`config.mk`:
```
export PLATFORM = sky130hd
export DESIGN_NAME = muldiv_sched
export DESIGN_NICKNAME = d
export VERILOG_FILES = /design/src/rtl/muldiv_sched.sv
export SDC_FILE = /design/constraint.sdc
export NUM_CORES = 1
export LEC_CHECK = 0
export ABC_CLOCK_PERIOD_IN_PS = 2500
export BUFFER_PORTS_ARGS = -buffer_cell sky130_fd_sc_hd__buf_2
export CAP_MARGIN = 20
export CORE_MARGIN = 4
export CORE_UTILIZATION = 35
export DETAILED_ROUTE_END_ITERATION = 8
export PLACE_DENSITY_LB_ADDON = 0.15
export RECOVER_POWER = 50
export SYNTH_ARGS = -nofsm -noshare
export SYNTH_HDL_FRONTEND = slang
export SYNTH_SLANG_ARGS = --single-unit
export TNS_END_PERCENT = 30
```
`constraint.sdc`:
```
create_clock -name clk -period 2.5 [get_ports clk]
set_input_delay 0.25 -clock clk [delete_from_list [all_inputs] [get_ports clk]]
set_output_delay 0.25 -clock clk [all_outputs]
set_load 0.005 [all_outputs]
```
`src/rtl/muldiv_sched.sv`:
```
// muldiv_sched: shares one multi-cycle mul/div unit between execute slots.
// Define MULDIV_RR_EN for round-robin priority; otherwise lowest slot wins.
module muldiv_sched #(
   parameter int REQ_NUM     = 2,
   parameter int TAG_W       = 6,
   parameter int MULT_CYCLES = 3,
   parameter int DIV_CYCLES  = 33
) (
   input  logic                             clk,
   input  logic                             resetn,
   input  logic [REQ_NUM-1:0]               req_valid,
   input  logic [REQ_NUM-1:0]               req_is_div,
   input  logic [REQ_NUM-1:0][TAG_W-1:0]    req_tag,
   output logic [REQ_NUM-1:0]               req_ready,
   output logic                             unit_start,
   output logic                             unit_is_div,
   output logic [$clog2(REQ_NUM)-1:0]       unit_sel,
   output logic                             done_valid,
   output logic [TAG_W-1:0]                 done_tag,
   input  logic                             done_ack,
   input  logic                             flush,
   output logic                             busy
);
   localparam int PTR_W   = $clog2(REQ_NUM);
   localparam int MAX_CYC = (DIV_CYCLES > MULT_CYCLES) ? DIV_CYCLES : MULT_CYCLES;
   localparam int CNT_W   = $clog2(MAX_CYC + 1);
   localparam logic [PTR_W:0] REQ_N = (PTR_W+1)'(REQ_NUM);

   typedef enum logic [1:0] {IDLE, RUN, DONE} state_t;

   state_t             state_q, state_d;
   logic [CNT_W-1:0]   cnt_q, cnt_d;
   logic [TAG_W-1:0]   tag_q, tag_d;
   logic [PTR_W-1:0]   base, gnt_idx, idx;
   logic [PTR_W:0]     sum;
   logic               found, accept, grant;

`ifdef MULDIV_RR_EN
   logic [PTR_W-1:0]   rr_q, rr_d;
   logic [PTR_W:0]     nxt;

   assign base = rr_q;

   always_comb begin
      nxt = {1'b0, gnt_idx} + (PTR_W+1)'(1);
      if (nxt >= REQ_N) nxt = '0;
      rr_d = grant ? nxt[PTR_W-1:0] : rr_q;
   end

   always_ff @(posedge clk or negedge resetn) begin
      if (!resetn) rr_q <= '0;
      else         rr_q <= rr_d;
   end
`else
   assign base = '0;
`endif

   // Reset gates the grant so every output reads zero while resetn is low
   assign accept = resetn && !flush &&
                   (state_q == IDLE || (state_q == DONE && done_ack));

   always_comb begin
      found   = 1'b0;
      gnt_idx = '0;
      sum     = '0;
      idx     = '0;
      for (int k = 0; k < REQ_NUM; k++) begin
         sum = {1'b0, base} + (PTR_W+1)'(k);
         if (sum >= REQ_N) sum = sum - REQ_N;
         idx = sum[PTR_W-1:0];
         if (!found && req_valid[idx]) begin
            found   = 1'b1;
            gnt_idx = idx;
         end
      end
   end

   assign grant = accept && found;

   always_comb begin
      req_ready   = '0;
      unit_sel    = '0;
      unit_is_div = 1'b0;
      if (grant) begin
         req_ready[gnt_idx] = 1'b1;
         unit_sel           = gnt_idx;
         unit_is_div        = req_is_div[gnt_idx];
      end
   end

   assign unit_start = grant;
   assign done_valid = (state_q == DONE) && !flush;
   assign done_tag   = tag_q;
   assign busy       = (state_q != IDLE);

   always_comb begin
      state_d = state_q;
      cnt_d   = cnt_q;
      tag_d   = tag_q;
      unique case (state_q)
         IDLE: state_d = IDLE;
         RUN: begin
            cnt_d = cnt_q - CNT_W'(1);
            if (cnt_q == CNT_W'(1)) state_d = DONE;
         end
         DONE: if (done_ack) state_d = IDLE;
         default: state_d = IDLE;
      endcase
      if (grant) begin
         state_d = RUN;
         tag_d   = req_tag[gnt_idx];
         cnt_d   = req_is_div[gnt_idx] ? CNT_W'(DIV_CYCLES - 1)
                                       : CNT_W'(MULT_CYCLES - 1);
      end
      if (flush) state_d = IDLE;
   end

   always_ff @(posedge clk or negedge resetn) begin
      if (!resetn) begin
         state_q <= IDLE;
         cnt_q   <= '0;
         tag_q   <= '0;
      end else begin
         state_q <= state_d;
         cnt_q   <= cnt_d;
         tag_q   <= tag_d;
      end
   end
endmodule

```
; Yosys cells after proc, flatten, opt, wreduce, memory -nomap -nowiden
; Index checks and enable logic that the tools add are counted.
[totals]
wordCells = 45
ff_bits = 14
inputBits = 20
[classes]
eq_ne = 5
addsub = 1
n_lt_le_gt_ge = 2
n_reduce_logical = 14
muxes = 20
[ops]
columns = op, count
row1 = $mux 6, 5
row2 = $mux 2, 5
row3 = $mux 1, 8
row4 = $ne 4x4->1 const B, 2
row5 = $logic_and 1x1->1, 7
row6 = $eq 6x1->1 const B, 1
row7 = $sub 6x1->6 const B, 1
row8 = $pmux 2 s2, 1
row9 = $reduce_bool 2->1, 2
row10 = $eq 2x1->1 const B, 1
row11 = $eq 2x2->1 const B, 1
row12 = $logic_not 1->1, 2
row13 = $logic_not 2->1, 1
row14 = $lt 1x2->1 const B, 1
row15 = $reduce_and 2->1, 1
row16 = $demux 1 s1, 1
row17 = $ge 1x1->1 const B, 1
row18 = $logic_or 1x1->1, 1

; Depth between registers and ports, before layout
; Gate-level depths: netlist of the first run.
[logic_depth]
word_depth = 9
mapped_depth = 6
ltp_nobuf = 6

; Least setup slack after synthesis of the first run
; No wires, ideal clock.
[synth_path]
path_type = register to output
start = reg state_q[0]
end = out req_ready[1]
path_stages_with_launch = 5
slack_ns = 1.107
path_buffers = 1
t_arrival_ns = 1.143
cell_sequence = dfrtp_1 nor4b_2 inv_1 nor2_1 buf_4
[synth_between]
elab_chain_len = 6
[synth_rtl]
columns = element, line_no
row1 = start: declaration, 31  ; state_t state_q, state_d;
row2 = start signal: assignment, 124  ; state_q <= state_d;
row3 = $eq 2x2->1, 60  ; (state_q == IDLE || (state_q == DONE && done_ack));
row4 = $logic_and 1x1->1, 60
row5 = $logic_or 1x1->1 *, 60
row6 = $logic_and 1x1->1 *, 59  ; assign accept = resetn && !flush &&
row7 = $logic_and 1x1->1 *, 78  ; assign grant = accept && found;
row8 = $mux 2 *, 84  ; if (grant) begin
row9 = end: declaration, 14  ; output logic [REQ_NUM-1:0] req_ready,
; Every way passes the cells marked *; elsewhere a longest branch is shown, timed or not.

; Worst setup path after layout of the first run
[layout_path]
start = in resetn
end = out req_ready[1]
[layout_between]
elab_chain_len = 4
[layout_rtl]
columns = element, line_no
row1 = start: declaration, 10  ; input logic resetn,
row2 = $logic_and 1x1->1 (2 in a row), 59
row3 = $logic_and 1x1->1, 78
row4 = $mux 2, 84
; Every way passes these cells.

==> qor.csv, run 1 <==
stage;metric;value;unit
route;drt total wl;1.60;mm
floorplan;die width;54.8;microns
floorplan;IO Pins;33;
synthesis;syn nets;99;
sta;Hold WS;194;ps
placed_design;RD Place Congestion;0.721;
route;drt initial violations;4;
layout;filler cell count;220;
sta;final setup vio count;0;
grt;grt ovf;0;
clock_tree;Clock Sinks;14;
sta;relative slew slack;50.7;%
synthesis;top cells by area, synth;dfrtp_1 46%, mux2i_1 9.2%, nor2_1 7.4%;
synthesis;synth unique cells;24;
clock_tree;clock-pin slew on the worst setup and hold paths;80;ps
pwr;part of the power in registers;46.9;%
synthesis;Yosys top cell area share;45.8;%
pwr;Sw Ratio;33.3;%
sta;unrepaired setup endpoints after global routing;no;
pwr;Clk pwr share;20.7;%
layout;Layout Utilization;49.1;%
grt;vias in the first global route;621;
floorplan;die area;3000;sq um
clock_tree;cts bufs inserted;3;
worst_setup_path;Max FO, Critical Path;12;
clock_tree;count of cells resized by post-cts repair;0;
layout;fraction of layout cells with a size suffix above 1;32.4;%
worst_setup_path;Slowest-stage cell, CP;dlygate4sd3_1;
pwr;Net Sw Power;0.000258;W
clock_tree;CTS tree;yes;
flow_run;MaxCap Viol Count;0;
sta;Fmax;0.448;GHz
layout;area grow syn2layout;29.7;%
pwr;P_leak;0.510;nW
clock_tree;CTS max path bufs;2;
worst_setup_path;max incr delay on CP;520;ps
sta;worst clock skew;2.75;ps
clock_tree;clock latency on the worst-skew pair;280;ps
grt;largest net degree at the start of global routing;15;
sta;Max Slew Vio Count;0;
worst_setup_path;CP Capture Type;output port;
floorplan;Core Box Area;2020;sq um
pwr;PwrDens;779;nW/um^2
layout;Final Non-Filler Cells;138;
route;DRC viols;0;
worst_setup_path;crit path cell chain;dlygate4sd3_1 > buf_2 > o21ai_0 > nor4b_4 > inv_1 > nor2_1 > buf_2;
route;Detail Route Antenna Nets;0;
pwr;IR drop worst, VDD;0.510;mV
worst_setup_path;crit path from;resetn;
route;drt via density;4.61;
route;DR pass1 iterations;4;
grt;initial antenna violation count;0;
sta;Tmin final;2230;ps
sta;Setup TNS;0;ps
placed_design;Port Buffers;32;
route;via count;636;
sta;final worst slack;267;ps
synthesis;Synth area leader;dfrtp_1;
synthesis;post-synthesis instance total;77;
synthesis;Synth Area per Inst;9.94;sq um
clock_tree;CTS H-tree lvls;1;
layout;Final nets;134;
pwr;logic gate share of total power;32.4;%
grt;Overall Global Routing Usage;12.4;%
synthesis;register bit total from synthesis;14;
synthesis;Post-Syn Area;766;sq um
worst_setup_path;Critical Path RT;2250;ps
clock_tree;post-CTS setup buffer count;0;
synthesis;register area share after synthesis;45.8;%
worst_setup_path;CP arrival;1980;ps
clock_tree;# hold bufs at CTS;1;
floorplan;placement row count;16;
placed_design;post-DP HPWL;1.27;mm
min_path;worst hold path type;in2reg;
min_path;HP Start;flush;
sta;Hold Fails Final Rpt;0;
sta;final worst-path cycle share;89.3;%
route;average wire per cell in the routed design;11.6;microns
floorplan;Die Ht;54.8;microns
grt;first-pass GRT wire length;2.63;mm
worst_setup_path;Crit Path Class;in2out;
sta;Least-Margin Pin Slew;739;ps
synthesis;Synth Warn #;0;
run_status;status;complete, no violations;
layout;n_diodes;0;
placed_design;DP Worst Slack;784;ps
placed_design;placed cells;133;
worst_setup_path;critical path launch point type;input pin;
floorplan;Initial Utilization;37.9;%
worst_setup_path;r2r startpoint;state_q[0]$_DFFE_PN0P_;
clock_tree;CTS root buf;clkbuf_4;
worst_setup_path;CP dominant cell by count;buf_2;
pwr;Internal Power;0.000516;W
## Yosys cell counts (all sizes together)
| master | n |
|---|---|
| nor2 | 15 |
| dfrtp | 14 |
| a21oi | 7 |
| mux2i | 7 |
| buf | 5 |
| xnor2 | 4 |
| inv | 3 |
| nand2b | 3 |
| ha | 2 |
| nand3b | 2 |
| nor3 | 2 |
| nor4b | 2 |
| o21ai | 2 |
| a21boi | 1 |
| a21o | 1 |
| and2 | 1 |
| nand2 | 1 |
| nor3b | 1 |
| nor4 | 1 |
| o22a | 1 |
| or2 | 1 |
| xor2 | 1 |
## critical path: cells and delay by family
family          cells  cell delay [ps]
compound gates      1              130
simple gates        2              670
buf+inv             4              940
## cell type report
cell class,instances,area [sq um],area share [%]
Clock buffer,4,36.3,3.65
Inverter,3,11.3,1.13
Multi-Input combinational cell,55,385,38.8
Sequential cell,14,350,35.3
Tap cell,27,33.8,3.40
Timing Repair Buffer,35,176,17.8
## registers in the layout (all words and copies together), names as in the netlist
name	flops
cnt_q	6
done_tag	6
state_q	2
## per-layer routing
metal | vias up | global-route usage, % | wire length, microns
met5 | - | 0 | 0
met4 | 0 | 2.49 | 12
met3 | 2 | 4.90 | 106
met2 | 16 | 20.1 | 820
met1 | 292 | 15.4 | 660
li1 | 326 | - | -
## logic make-up after synthesis
kind of cell	count (synthesis)	share of synthesized area, %
muxes	7	9.15
DFF	14	45.8
AOI/OAI and AO/OA	12	8.99
and+or+nand+nor	29	22.1
buffers and inverters	8	5.07
xor gates and xnor gates	5	5.72
adders and majority gates	2	3.27
## metrics by stage
step,instance area (sq um),power [W]
after floorplan,766,0.000534
after global placement,956,0.000620
after detailed placement,956,0.000626
after CTS,1000,0.000794
after global routing,993,0.000848
final,993,0.000774
## power groups by stage
stage	clock network, W	logic [W]	registers [W]
6_report	0.000160	0.000250	0.000363
5_1_grt	0.000180	0.000294	0.000373
4_1_cts	0.000168	0.000263	0.000363
3_5_place_dp	0	0.000259	0.000367
3_3_place_gp	0	0.000256	0.000364
2_1_floorplan	0	0.000176	0.000358
## worst paths after layout
check,to,slack [ps],cells past startpoint
hold / removal,state_q[1]$_DFFE_PN0P_,190,2
setup / recovery,req_ready[1],270,7
max in group asynchronous,done_tag[0]$_DFFE_PN0P_,1370,3
setup reg to reg,done_tag[5]$_DFFE_PN0P_,980,4
hold reg to reg,done_tag[4]$_DFFE_PN0P_,530,2
min in group asynchronous,cnt_q[4]$_DFFE_PN0P_,670,3
## cells in the final DEF (no fill, tap or decap), types with 3 or more instances in the layout
| cell | count |
|---|---|
| clkbuf_1 | 5 |
| clkbuf_4 | 3 |
| inv_1 | 3 |
| buf_2 | 28 |
| a21oi_1 | 7 |
| nand2b_1 | 3 |
| nor2_1 | 15 |
| dfrtp_1 | 14 |
| mux2i_1 | 7 |
| xnor2_1 | 4 |
No activity file was read; power rests on OpenSTA's default activity.
==> inputs of run 2 (changes only) <==
CORE_UTILIZATION = 49   (was 35)
==> run 2 against run 1 <==
Compared with the run above:
- non-clock buffer count stayed put
- setup slack better by 130 ps
- via count grew 1.3%
- die area decreased by 25%
- routed wire length shrank 4.9%
- flip-flop and latch count stayed put
- total power down 0.68%
- first-iteration DRC count fell by 50%
- sequential share of layout area grew 0.91 points
- count of clock-buffer cells in the layout is the same
- sequential power about the same
- critical endpoint is now unit_sel
- largest cell class unchanged
- largest power group unchanged
- highest routed layer unchanged
==> qor.csv, run 2 (synthesis results as in run 1) <==
stage;metric;value;unit
run_status;status;complete, no violations;
pwr;PwrDens;793;nW/um^2
clock_tree;CTS H-tree lvls;1;
grt;vias in the first global route;570;
sta;Fmax;0.475;GHz
clock_tree;CTS root buf;clkbuf_4;
route;DR pass1 iterations;4;
worst_setup_path;Crit Path Class;in2out;
placed_design;Area after DPL;933;sq um
floorplan;Core Box Area;1490;sq um
grt;grt ovf;0;
worst_setup_path;CP Capture Type;output port;
route;drt initial violations;2;
pwr;P_leak;0.497;nW
sta;worst clock skew;3.36;ps
sta;Least-Margin Pin Slew;747;ps
grt;Overall Global Routing Usage;15.9;%
layout;Final nets;134;
floorplan;die width;47.5;microns
pwr;part of the power in registers;46.9;%
sta;Tmin final;2100;ps
route;Detail Route Antenna Nets;0;
clock_tree;CTS tree;yes;
layout;fin area;968;sq um
pwr;Sw Ratio;33.2;%
grt;initial antenna violation count;0;
layout;commonest non-fill, non-tap cell in the layout;buf_2;
worst_setup_path;Max FO, Critical Path;22;
floorplan;IO Pins;33;
worst_setup_path;R2R Setup Slk;1140;ps
clock_tree;CTS max path bufs;2;
floorplan;Die Ht;47.5;microns
clock_tree;count of cells resized by post-cts repair;0;
pwr;Net Sw Power;0.000255;W
sta;relative slew slack;50.2;%
layout;fraction of layout cells with a size suffix above 1;30.6;%
worst_setup_path;r2r startpoint;state_q[1]$_DFFE_PN0P_;
placed_design;Port Buffers;32;
sta;Hold Fails Final Rpt;0;
route;drt total wl;1.52;mm
worst_setup_path;worst r2r path cells;5;
sta;Max Slew Vio Count;0;
layout;area grow syn2layout;26.5;%
worst_setup_path;CP arrival;1850;ps
floorplan;Initial Utilization;51.4;%
route;average wire per cell in the routed design;12.0;microns
sta;final setup vio count;0;
grt;first-pass GRT wire length;2.40;mm
min_path;worst hold path type;in2reg;
floorplan;placement row count;14;
worst_setup_path;critical path launch point type;input pin;
grt;largest net degree at the start of global routing;23;
clock_tree;Clock Sinks;14;
layout;n_diodes;0;
pwr;Final Power;0.000768;W
flow_run;MaxCap Viol Count;0;
placed_design;post-DP HPWL;1.17;mm
route;via count;644;
worst_setup_path;worst setup path end;unit_sel;
clock_tree;clock-pin slew on the worst setup and hold paths;90;ps
worst_setup_path;Critical Path RT;2250;ps
route;DRC viols;0;
clock_tree;# hold bufs at CTS;1;
pwr;IR drop worst, VDD;0.486;mV
clock_tree;post-CTS setup buffer count;0;
clock_tree;cts bufs inserted;3;
worst_setup_path;crit path from;resetn;
pwr;Internal Power;0.000513;W
sta;unrepaired setup endpoints after global routing;no;
pwr;Clk pwr share;21.2;%
sta;Setup TNS;0;ps
pwr;logic gate share of total power;31.9;%
floorplan;die area;2260;sq um
worst_setup_path;Reg2Reg Capture Point;cnt_q[5]$_DFFE_PN0P_;
placed_design;RD Place Congestion;0.687;
layout;most frequent cells in the layout;26 x buf_2, 15 x nor2_1, 14 x dfrtp_1;
route;drt via density;5.07;
clock_tree;clock latency on the worst-skew pair;280;ps
sta;final worst-path cycle share;84.1;%
run 2: changes by cell type in the layout (fill, tap and decap cells not counted), sizes merged:
cell and delta:
buf -2, clkbuf +2
run 2: area by class of cell:
| class | instances | area [sq um] |
|---|---|---|
| Clock buffer | 4 | 36.3 |
| Fill cell | 126 | 520 |
| Inverter | 3 | 11.3 |
| Multi-Input combinational cell | 55 | 377 |
| Tap cell | 16 | 20.0 |
| Timing Repair Buffer | 35 | 174 |
| Sequential cell | 14 | 350 |
run 2: how the worst min path moves through the flow:
| stage | startpoint | endpoint | slack (ps) | cells after the start |
|---|---|---|---|---|
| 2_1_floorplan | resetn | cnt_q[0]$_DFFE_PN0P_ | -50 | 0 |
| 3_3_place_gp | resetn | cnt_q[2]$_DFFE_PN0P_ | 210 | 2 |
| 3_5_place_dp | resetn | cnt_q[2]$_DFFE_PN0P_ | 210 | 2 |
| 4_1_cts | flush | state_q[1]$_DFFE_PN0P_ | 160 | 2 |
| 5_1_grt | flush | state_q[1]$_DFFE_PN0P_ | 170 | 2 |
| 6_report | flush | state_q[1]$_DFFE_PN0P_ | 170 | 2 |
run 2: critical path, cell delays in order:
cell and delay, ps:
dlygate4sd3_1 520, clkbuf_1 100, o21ai_0 100, nor4b_2 240, buf_4 280, inv_1 100, nor2_1 120, buf_2 140
run 2: power by group through the flow:
stage / logic, W / clock network [W] / registers (W)
floorplan: 0.000176 / 0 / 0.000358
global placement: 0.000250 / 0 / 0.000362
detailed placement: 0.000255 / 0 / 0.000365
CTS: 0.000258 / 0.000168 / 0.000361
global route: 0.000285 / 0.000182 / 0.000372
finish: 0.000245 / 0.000163 / 0.000361
run 2: metal layers:
layer  vias up  track usage (%)  routed length, microns
li1        329                -                       -
met1       290             19.3                     660
met2        20             23.8                     716
met3         5             4.89                     105
met4         0             11.3                      38
met5         -                0                       0
run 2: stage by stage:
step / util, % / hold slack (ps) / setup slack (ps) / instances
6_report: 65.0 / 173 / 397 / 127
5_1_grt: 65.0 / 167 / 237 / 127
4_1_cts: 65.8 / 163 / 390 / 127
3_5_place_dp: 62.7 / 211 / 892 / 122
3_3_place_gp: 62.7 / 207 / 970 / 122
2_1_floorplan: - / -45.6 / 1110 / 77
